--- src/rtl/matmul_seq_engine.sv ---
// matmul_seq_engine
// Sequential matrix-multiply engine computing C[i][j] = sum_k A[i][k]*B[k][j].
// Loop order is i (outer), j (middle), k (inner). For each (i,j) the engine
// issues num_k reads on a dual-read memory, accumulates the returning
// products and writes one C element.
//
// Optional build macro: ACC_SAT_EN
//   defined   -> product and accumulate saturate at 2^DW-1
//   undefined -> product and accumulate wrap modulo 2^DW
// Timing is identical in both builds.
//
// Handshake: start is a request sampled only while the FSM is IDLE; it is
// accepted on the rising edge where start=1 and state=IDLE. busy is high
// from the cycle after acceptance through the last C write, and done pulses
// for exactly one cycle after that (busy=0 during done). start seen in any
// other state is ignored. err is registered at acceptance (set when any
// dimension is zero) and holds until the next accepted start.
//
// Memory interface: rd_en strobes both read ports; rd_data_a/rd_data_b are
// valid exactly MEM_LAT cycles after the corresponding rd_en. wr_en is a
// single-cycle write strobe with wr_addr/wr_data valid in the same cycle.

module matmul_seq_engine #(
  parameter int DW      = 32,
  parameter int AW      = 32,
  parameter int DIM_W   = 8,
  parameter int MEM_LAT = 1
) (
  input  logic             clk,
  input  logic             reset,
  input  logic             start,
  input  logic [AW-1:0]    addr_a,
  input  logic [AW-1:0]    addr_b,
  input  logic [AW-1:0]    addr_c,
  input  logic [DIM_W-1:0] num_i,
  input  logic [DIM_W-1:0] num_k,
  input  logic [DIM_W-1:0] num_j,
  output logic             rd_en,
  output logic [AW-1:0]    rd_addr_a,
  output logic [AW-1:0]    rd_addr_b,
  input  logic [DW-1:0]    rd_data_a,
  input  logic [DW-1:0]    rd_data_b,
  output logic             wr_en,
  output logic [AW-1:0]    wr_addr,
  output logic [DW-1:0]    wr_data,
  output logic             busy,
  output logic             done,
  output logic             err,
  output logic [2:0]       dbg_state
);

  typedef enum logic [2:0] {
    S_IDLE  = 3'd0,
    S_ISSUE = 3'd1,
    S_DRAIN = 3'd2,
    S_WRITE = 3'd3,
    S_DONE  = 3'd4
  } state_t;

  state_t state_q, state_d;

  // Job configuration latched at the accepted start
  logic [AW-1:0]    base_a_q, base_a_d;
  logic [AW-1:0]    base_b_q, base_b_d;
  logic [AW-1:0]    base_c_q, base_c_d;
  logic [DIM_W-1:0] dim_i_q, dim_i_d;
  logic [DIM_W-1:0] dim_k_q, dim_k_d;
  logic [DIM_W-1:0] dim_j_q, dim_j_d;

  // Loop counters, accumulator and sticky error
  logic [DIM_W-1:0] i_q, i_d;
  logic [DIM_W-1:0] j_q, j_d;
  logic [DIM_W-1:0] k_q, k_d;
  logic [DW-1:0]    acc_q, acc_d;
  logic             err_q, err_d;

  // In-flight read tags: valid, first (k=0) and last (k=num_k-1)
  logic [MEM_LAT-1:0] vld_q, vld_d;
  logic [MEM_LAT-1:0] first_q, first_d;
  logic [MEM_LAT-1:0] last_q, last_d;

  // Decoded helper conditions
  logic zero_dim;
  logic k_last;
  logic j_last;
  logic elem_last;
  logic issue;
  logic ret_vld;
  logic ret_first;
  logic ret_last;

  // Arithmetic
  logic [DW-1:0] prod;
  logic [DW-1:0] sum;
`ifdef ACC_SAT_EN
  logic [2*DW-1:0] prod_full;
  logic [DW:0]     sum_full;
`endif

  // Decode of the loop-end and return-tag conditions
  always_comb begin
    zero_dim  = (num_i == '0) || (num_k == '0) || (num_j == '0);
    k_last    = (k_q == dim_k_q - DIM_W'(1));
    j_last    = (j_q == dim_j_q - DIM_W'(1));
    elem_last = j_last && (i_q == dim_i_q - DIM_W'(1));
    issue     = (state_q == S_ISSUE);
    ret_vld   = vld_q[MEM_LAT-1];
    ret_first = first_q[MEM_LAT-1];
    ret_last  = last_q[MEM_LAT-1];
  end

  // State register
  always_ff @(posedge clk or negedge reset) begin
    if (!reset) begin
      state_q <= S_IDLE;
    end else begin
      state_q <= state_d;
    end
  end

  // Next-state logic for the i/j/k loop sequencer
  always_comb begin
    state_d = state_q;
    unique case (state_q)
      S_IDLE: begin
        if (start) begin
          state_d = zero_dim ? S_DONE : S_ISSUE;
        end
      end
      S_ISSUE: begin
        if (k_last) begin
          state_d = S_DRAIN;
        end
      end
      S_DRAIN: begin
        if (ret_vld && ret_last) begin
          state_d = S_WRITE;
        end
      end
      S_WRITE: begin
        state_d = elem_last ? S_DONE : S_ISSUE;
      end
      S_DONE: begin
        state_d = S_IDLE;
      end
      default: begin
        state_d = S_IDLE;
      end
    endcase
  end

  // Output decode from the current state
  always_comb begin
    rd_en     = (state_q == S_ISSUE);
    wr_en     = (state_q == S_WRITE);
    busy      = (state_q == S_ISSUE) || (state_q == S_DRAIN) || (state_q == S_WRITE);
    done      = (state_q == S_DONE);
    dbg_state = state_q;
  end

  // Product and accumulate, wrapping or saturating depending on the build
  always_comb begin
`ifdef ACC_SAT_EN
    prod_full = rd_data_a * rd_data_b;
    prod      = (|prod_full[2*DW-1:DW]) ? {DW{1'b1}} : prod_full[DW-1:0];
    sum_full  = {1'b0, acc_q} + {1'b0, prod};
    sum       = sum_full[DW] ? {DW{1'b1}} : sum_full[DW-1:0];
`else
    prod = rd_data_a * rd_data_b;
    sum  = acc_q + prod;
`endif
  end

  // Next values for configuration, counters, tags and accumulator
  always_comb begin
    base_a_d = base_a_q;
    base_b_d = base_b_q;
    base_c_d = base_c_q;
    dim_i_d  = dim_i_q;
    dim_k_d  = dim_k_q;
    dim_j_d  = dim_j_q;
    i_d      = i_q;
    j_d      = j_q;
    k_d      = k_q;
    err_d    = err_q;

    // Latch the job on the accepted start
    if (state_q == S_IDLE && start) begin
      base_a_d = addr_a;
      base_b_d = addr_b;
      base_c_d = addr_c;
      dim_i_d  = num_i;
      dim_k_d  = num_k;
      dim_j_d  = num_j;
      i_d      = '0;
      j_d      = '0;
      k_d      = '0;
      err_d    = zero_dim;
    end

    // Inner k loop walks one read per cycle
    if (state_q == S_ISSUE) begin
      k_d = k_last ? '0 : k_q + DIM_W'(1);
    end

    // After the write, step j then i; park at zero after the last element
    if (state_q == S_WRITE) begin
      if (elem_last) begin
        i_d = '0;
        j_d = '0;
      end else if (j_last) begin
        j_d = '0;
        i_d = i_q + DIM_W'(1);
      end else begin
        j_d = j_q + DIM_W'(1);
      end
    end

    // Tag shift registers track each read until its data returns
    vld_d[0]   = issue;
    first_d[0] = issue && (k_q == '0);
    last_d[0]  = issue && k_last;
    for (int n = 1; n < MEM_LAT; n++) begin
      vld_d[n]   = vld_q[n-1];
      first_d[n] = first_q[n-1];
      last_d[n]  = last_q[n-1];
    end

    // The k=0 return seeds the accumulator, later returns add into it
    acc_d = acc_q;
    if (ret_vld) begin
      acc_d = ret_first ? prod : sum;
    end
  end

  // Datapath registers; reset aborts any job in flight
  always_ff @(posedge clk or negedge reset) begin
    if (!reset) begin
      base_a_q <= '0;
      base_b_q <= '0;
      base_c_q <= '0;
      dim_i_q  <= '0;
      dim_k_q  <= '0;
      dim_j_q  <= '0;
      i_q      <= '0;
      j_q      <= '0;
      k_q      <= '0;
      acc_q    <= '0;
      err_q    <= 1'b0;
      vld_q    <= '0;
      first_q  <= '0;
      last_q   <= '0;
    end else begin
      base_a_q <= base_a_d;
      base_b_q <= base_b_d;
      base_c_q <= base_c_d;
      dim_i_q  <= dim_i_d;
      dim_k_q  <= dim_k_d;
      dim_j_q  <= dim_j_d;
      i_q      <= i_d;
      j_q      <= j_d;
      k_q      <= k_d;
      acc_q    <= acc_d;
      err_q    <= err_d;
      vld_q    <= vld_d;
      first_q  <= first_d;
      last_q   <= last_d;
    end
  end

  // Address generation and write data straight from the loop counters
  always_comb begin
    rd_addr_a = base_a_q + ((AW'(i_q) * AW'(dim_k_q) + AW'(k_q)) << 2);
    rd_addr_b = base_b_q + ((AW'(k_q) * AW'(dim_j_q) + AW'(j_q)) << 2);
    wr_addr   = base_c_q + ((AW'(i_q) * AW'(dim_j_q) + AW'(j_q)) << 2);
    wr_data   = acc_q;
    err       = err_q;
  end

endmodule
--- config.mk ---
export PLATFORM = sky130hd
export DESIGN_NAME = matmul_seq_engine
export DESIGN_NICKNAME = d
export VERILOG_FILES = /design/src/rtl/matmul_seq_engine.sv
export SDC_FILE = /design/constraint.sdc
export NUM_CORES = 2
export LEC_CHECK = 0
export BUFFER_PORTS_ARGS = -buffer_cell sky130_fd_sc_hd__buf_2
export CORE_ASPECT_RATIO = 0.7
export CORE_MARGIN = 10
export CORE_UTILIZATION = 60
export CTS_BUF_LIST = sky130_fd_sc_hd__clkbuf_4 sky130_fd_sc_hd__clkbuf_8
export DETAILED_ROUTE_END_ITERATION = 6
export GPL_TIMING_DRIVEN = 1
export PLACE_DENSITY_LB_ADDON = 0.3
export SLEW_MARGIN = 30
export SYNTH_ARGS = -nofsm -noshare
export SYNTH_HDL_FRONTEND = slang
export SYNTH_SLANG_ARGS = --single-unit
--- constraint.sdc ---
create_clock -name clk -period 11.74 [get_ports clk]
set_input_delay 1.174 -clock clk [delete_from_list [all_inputs] [get_ports clk]]
set_output_delay 1.174 -clock clk [all_outputs]
set_load 0.05 [all_outputs]
==> flow_summary_export.csv <==
group,metric,value,unit
final_layout,diodes,0,
drt,drt_iter0_markers,2266,
floorplanning,die_width,309.6,um
synthesis,synth_cell_types,89,
synthesis,synth-edff-count,0,
synthesis,yosysWarnings,0,
synthesis,syn_area,0.03524,mm^2
final_layout,syn2layout_area_growth,6.708,%
timing,fmax,0.1065,GHz
flow_run,drv_cap,0,
synthesis,ys_async_sr_fraction,1.000,
min_path,min-delay-start,"base_b_q[1]$_DFFE_PN0P_",
synthesis,yosys-top-cells-area,"fa_1 31%, dfrtp_1 13%, ha_1 12%",
timing,slew_viol_final,0,
setup_path,r2r-end,"i_q[3]$_DFF_PN0_",
floorplanning,fp-row-count,74,
setup_path,worstSetupStartpoint,"rd_data_b[5]",
clock_network,clock_sinks,183,
floorplanning,core,0.05824,mm^2
floorplanning,dieHeight,222.8,um
synthesis,ys_top_cells_by_count,"622 x inv_1, 544 x fa_1, 471 x nand2_1",
timing,hold_viol_final,0,
synthesis,synth_top_area_share,0.3091,
timing,worst_pin_slew,985.1,ps
clock_network,clock_tree.buffer_depth,2,
min_path,hold_path.class,"reg2reg",
drt,vias,27150,
setup_path,crit_fanout,27,
clock_network,cts_setup_buffers,0,
drt,vias_per_cell,5.636,
clock_network,clock_latency,540,ps
final_layout,final_nets,5109,
global_route,grt_start_max_net_pins,65,
global_route,grt_usage,0.2707,
placement,dp_hpwl,73970,um
timing,timing.final.crit_share,0.7995,
final_layout,utilization,0.6456,
clock_network,cts_root_buffer,"clkbuf_8",
synthesis,syn_nets,4934,
synthesis,yosysTopAreaCell,"fa_1",
setup_path,arrival,9790,ps
placement,place_congestion,0.9447,
timing,final-setup-viol-count,0,
synthesis,synth_ff_type,"dfrtp_1",
drt,totalWireLength,91540,um
setup_path,worstSetupStartpointType,"input pin",
setup_path,critPathMaxStageDelay,520,ps
setup_path,criticalPathCategory,"in2reg",
setup_path,cpMostUsedCell,"fa_1",
setup_path,required,12140,ps
placement,portBuffers,322,
min_path,whs_endpoint,"base_b_q[1]$_DFFE_PN0P_",
global_route,grt.overflow.total,0,
synthesis,avgSynthCellArea,9.107,um^2
drt,drc,0,
timing,min_period,9386,ps
global_route,grt_pass1_vias,28210,
min_path,min_path_cells,1,
timing,relSlewSlack,0.3433,
setup_path,r2r_cells,12,
floorplanning,initial_core_util,0.6050,
setup_path,cpMaxStageDelayCell,"fa_1",
global_route,antenna_found_initial,4,
synthesis,synth.most_common_cell,"inv_1",
synthesis,netlist_instances,3869,
status,status,"finished, final reports clean",
setup_path,r2r_start,"dim_j_q[0]$_DFFE_PN0P_",
clock_network,cts_resized,0,
setup_path,r2r_slack,8040,ps
clock_network,h-tree-depth,4,
floorplanning,num_io_pins,323,
setup_path,crit_path_end_kind,"flip-flop",
drt,drt_pass1_iterations,5,
synthesis,ys_seq_area_frac,0.1300,
global_route,grt_pass1_wl,149900,um
clock_network,cts_buffers,17,
synthesis,yosys_register_bits,183,
timing,timing.clock.skew,20.71,ps
timing,grt_setup_unrepaired,"no",
clock_network,hold_buffers,0,
floorplanning,dieArea,0.06898,mm^2
clock_network,clkTransAtPathRegs,100,ps
drt,ant_nets,0,
final_layout,final_layout_size_suffix_gt1_frac,0.1289,
clock_network,cts_tree,"yes",
drt,wl_per_cell,19.00,um
final_layout,fillers,4796,
timing,tns,0,ps
==> worst max-delay path: cells and delay by family <==
family,cells,cell delay [ps]
adder cells (fa/ha/maj),10,4540
AND/OR/NAND/NOR,4,590
AO/OA/AOI/OAI,12,2580
buffers and inverters,5,690
XOR/XNOR,1,170
==> cell type report <==
cell class                 count  area [um^2]  share of cell area
clock buffer                  20        269.0            0.007155
clock inverter                12        141.4            0.003760
inverter                     623         2338             0.06219
multi-input combinational   2885        27590              0.7337
sequential                   183         4581              0.1218
tap                          760        950.9             0.02529
timing repair buffer         334         1734             0.04612
==> worst max-delay path by stage <==
| stage | slack [ps] | cells past startpoint | endpoint |
|---|---|---|---|
| floorplan | 2460 | 33 | wr_data[28]$_DFFE_PN0P_ |
| global placement | 2040 | 32 | wr_data[28]$_DFFE_PN0P_ |
| finish | 2350 | 32 | wr_data[28]$_DFFE_PN0P_ |
| global route | 1900 | 33 | wr_data[31]$_DFFE_PN0P_ |
| CTS | 2430 | 32 | wr_data[28]$_DFFE_PN0P_ |
| detailed placement | 1880 | 32 | wr_data[28]$_DFFE_PN0P_ |
==> flip-flops by register name, summed over array words and instances, names as in the netlist <==
register / cells
last_q: 1
k_q: 8
first_q: 1
i_q: 8
j_q: 8
err: 1
wr_data: 32
dim_j_q: 8
dbg_state: 3
base_c_q: 32
base_b_q: 32
ret_vld: 1
base_a_q: 32
dim_i_q: 8
dim_k_q: 8
==> metrics by stage <==
stage | instances | hold slack, ps | area (um^2) | setup WS (ps)
after detailed placement | 4785 | 491.3 | 37190 | 1881
after global placement | 4784 | 484.4 | 37160 | 2042
after floorplan | 3869 | 482.0 | 35240 | 2456
after CTS | 4817 | 512.1 | 37600 | 2429
final | 4817 | 506.8 | 37600 | 2354
after global routing | 4817 | 539.1 | 37600 | 1896
==> layout by cell type (no fill, tap or decap), types with 30 or more instances in the layout <==
| cell | count |
|---|---|
| o21bai_1 | 34 |
| mux2_2 | 113 |
| nor2_1 | 129 |
| xnor2_1 | 185 |
| and2_1 | 349 |
| buf_2 | 321 |
| dfrtp_1 | 182 |
| xor2_1 | 65 |
| a21o_1 | 55 |
| o21ai_0 | 80 |
| a21oi_1 | 144 |
| fa_1 | 544 |
| nand3_1 | 33 |
| nand2_1 | 471 |
| nor3_1 | 34 |
| nor2b_1 | 30 |
| inv_1 | 622 |
| ha_1 | 334 |
==> layer usage <==
metal  track usage  part of all wire  vias up  wire, um
met2        0.3959              0.43     1089     39360
met3       0.07942              0.10      109      9467
met1        0.3926              0.45    13410     41110
met4       0.05679             0.017        8      1542
met5             0           0.00064        -        59
li1              -                 -    12540         -
==> logic make-up after synthesis <==
family	Yosys count	share of synthesized area
muxes	118	0.03753
DFF	183	0.1300
adders and majority gates	878	0.4277
xor gates and xnor gates	255	0.06463
AOI/OAI and AO/OA	464	0.08824
and+or+nand+nor	1170	0.1647
buffers and inverters	801	0.08732
Power is left out: the tool's default activity adds up to more than one toggle a clock period on the data nets, which glitch-free logic cannot reach.
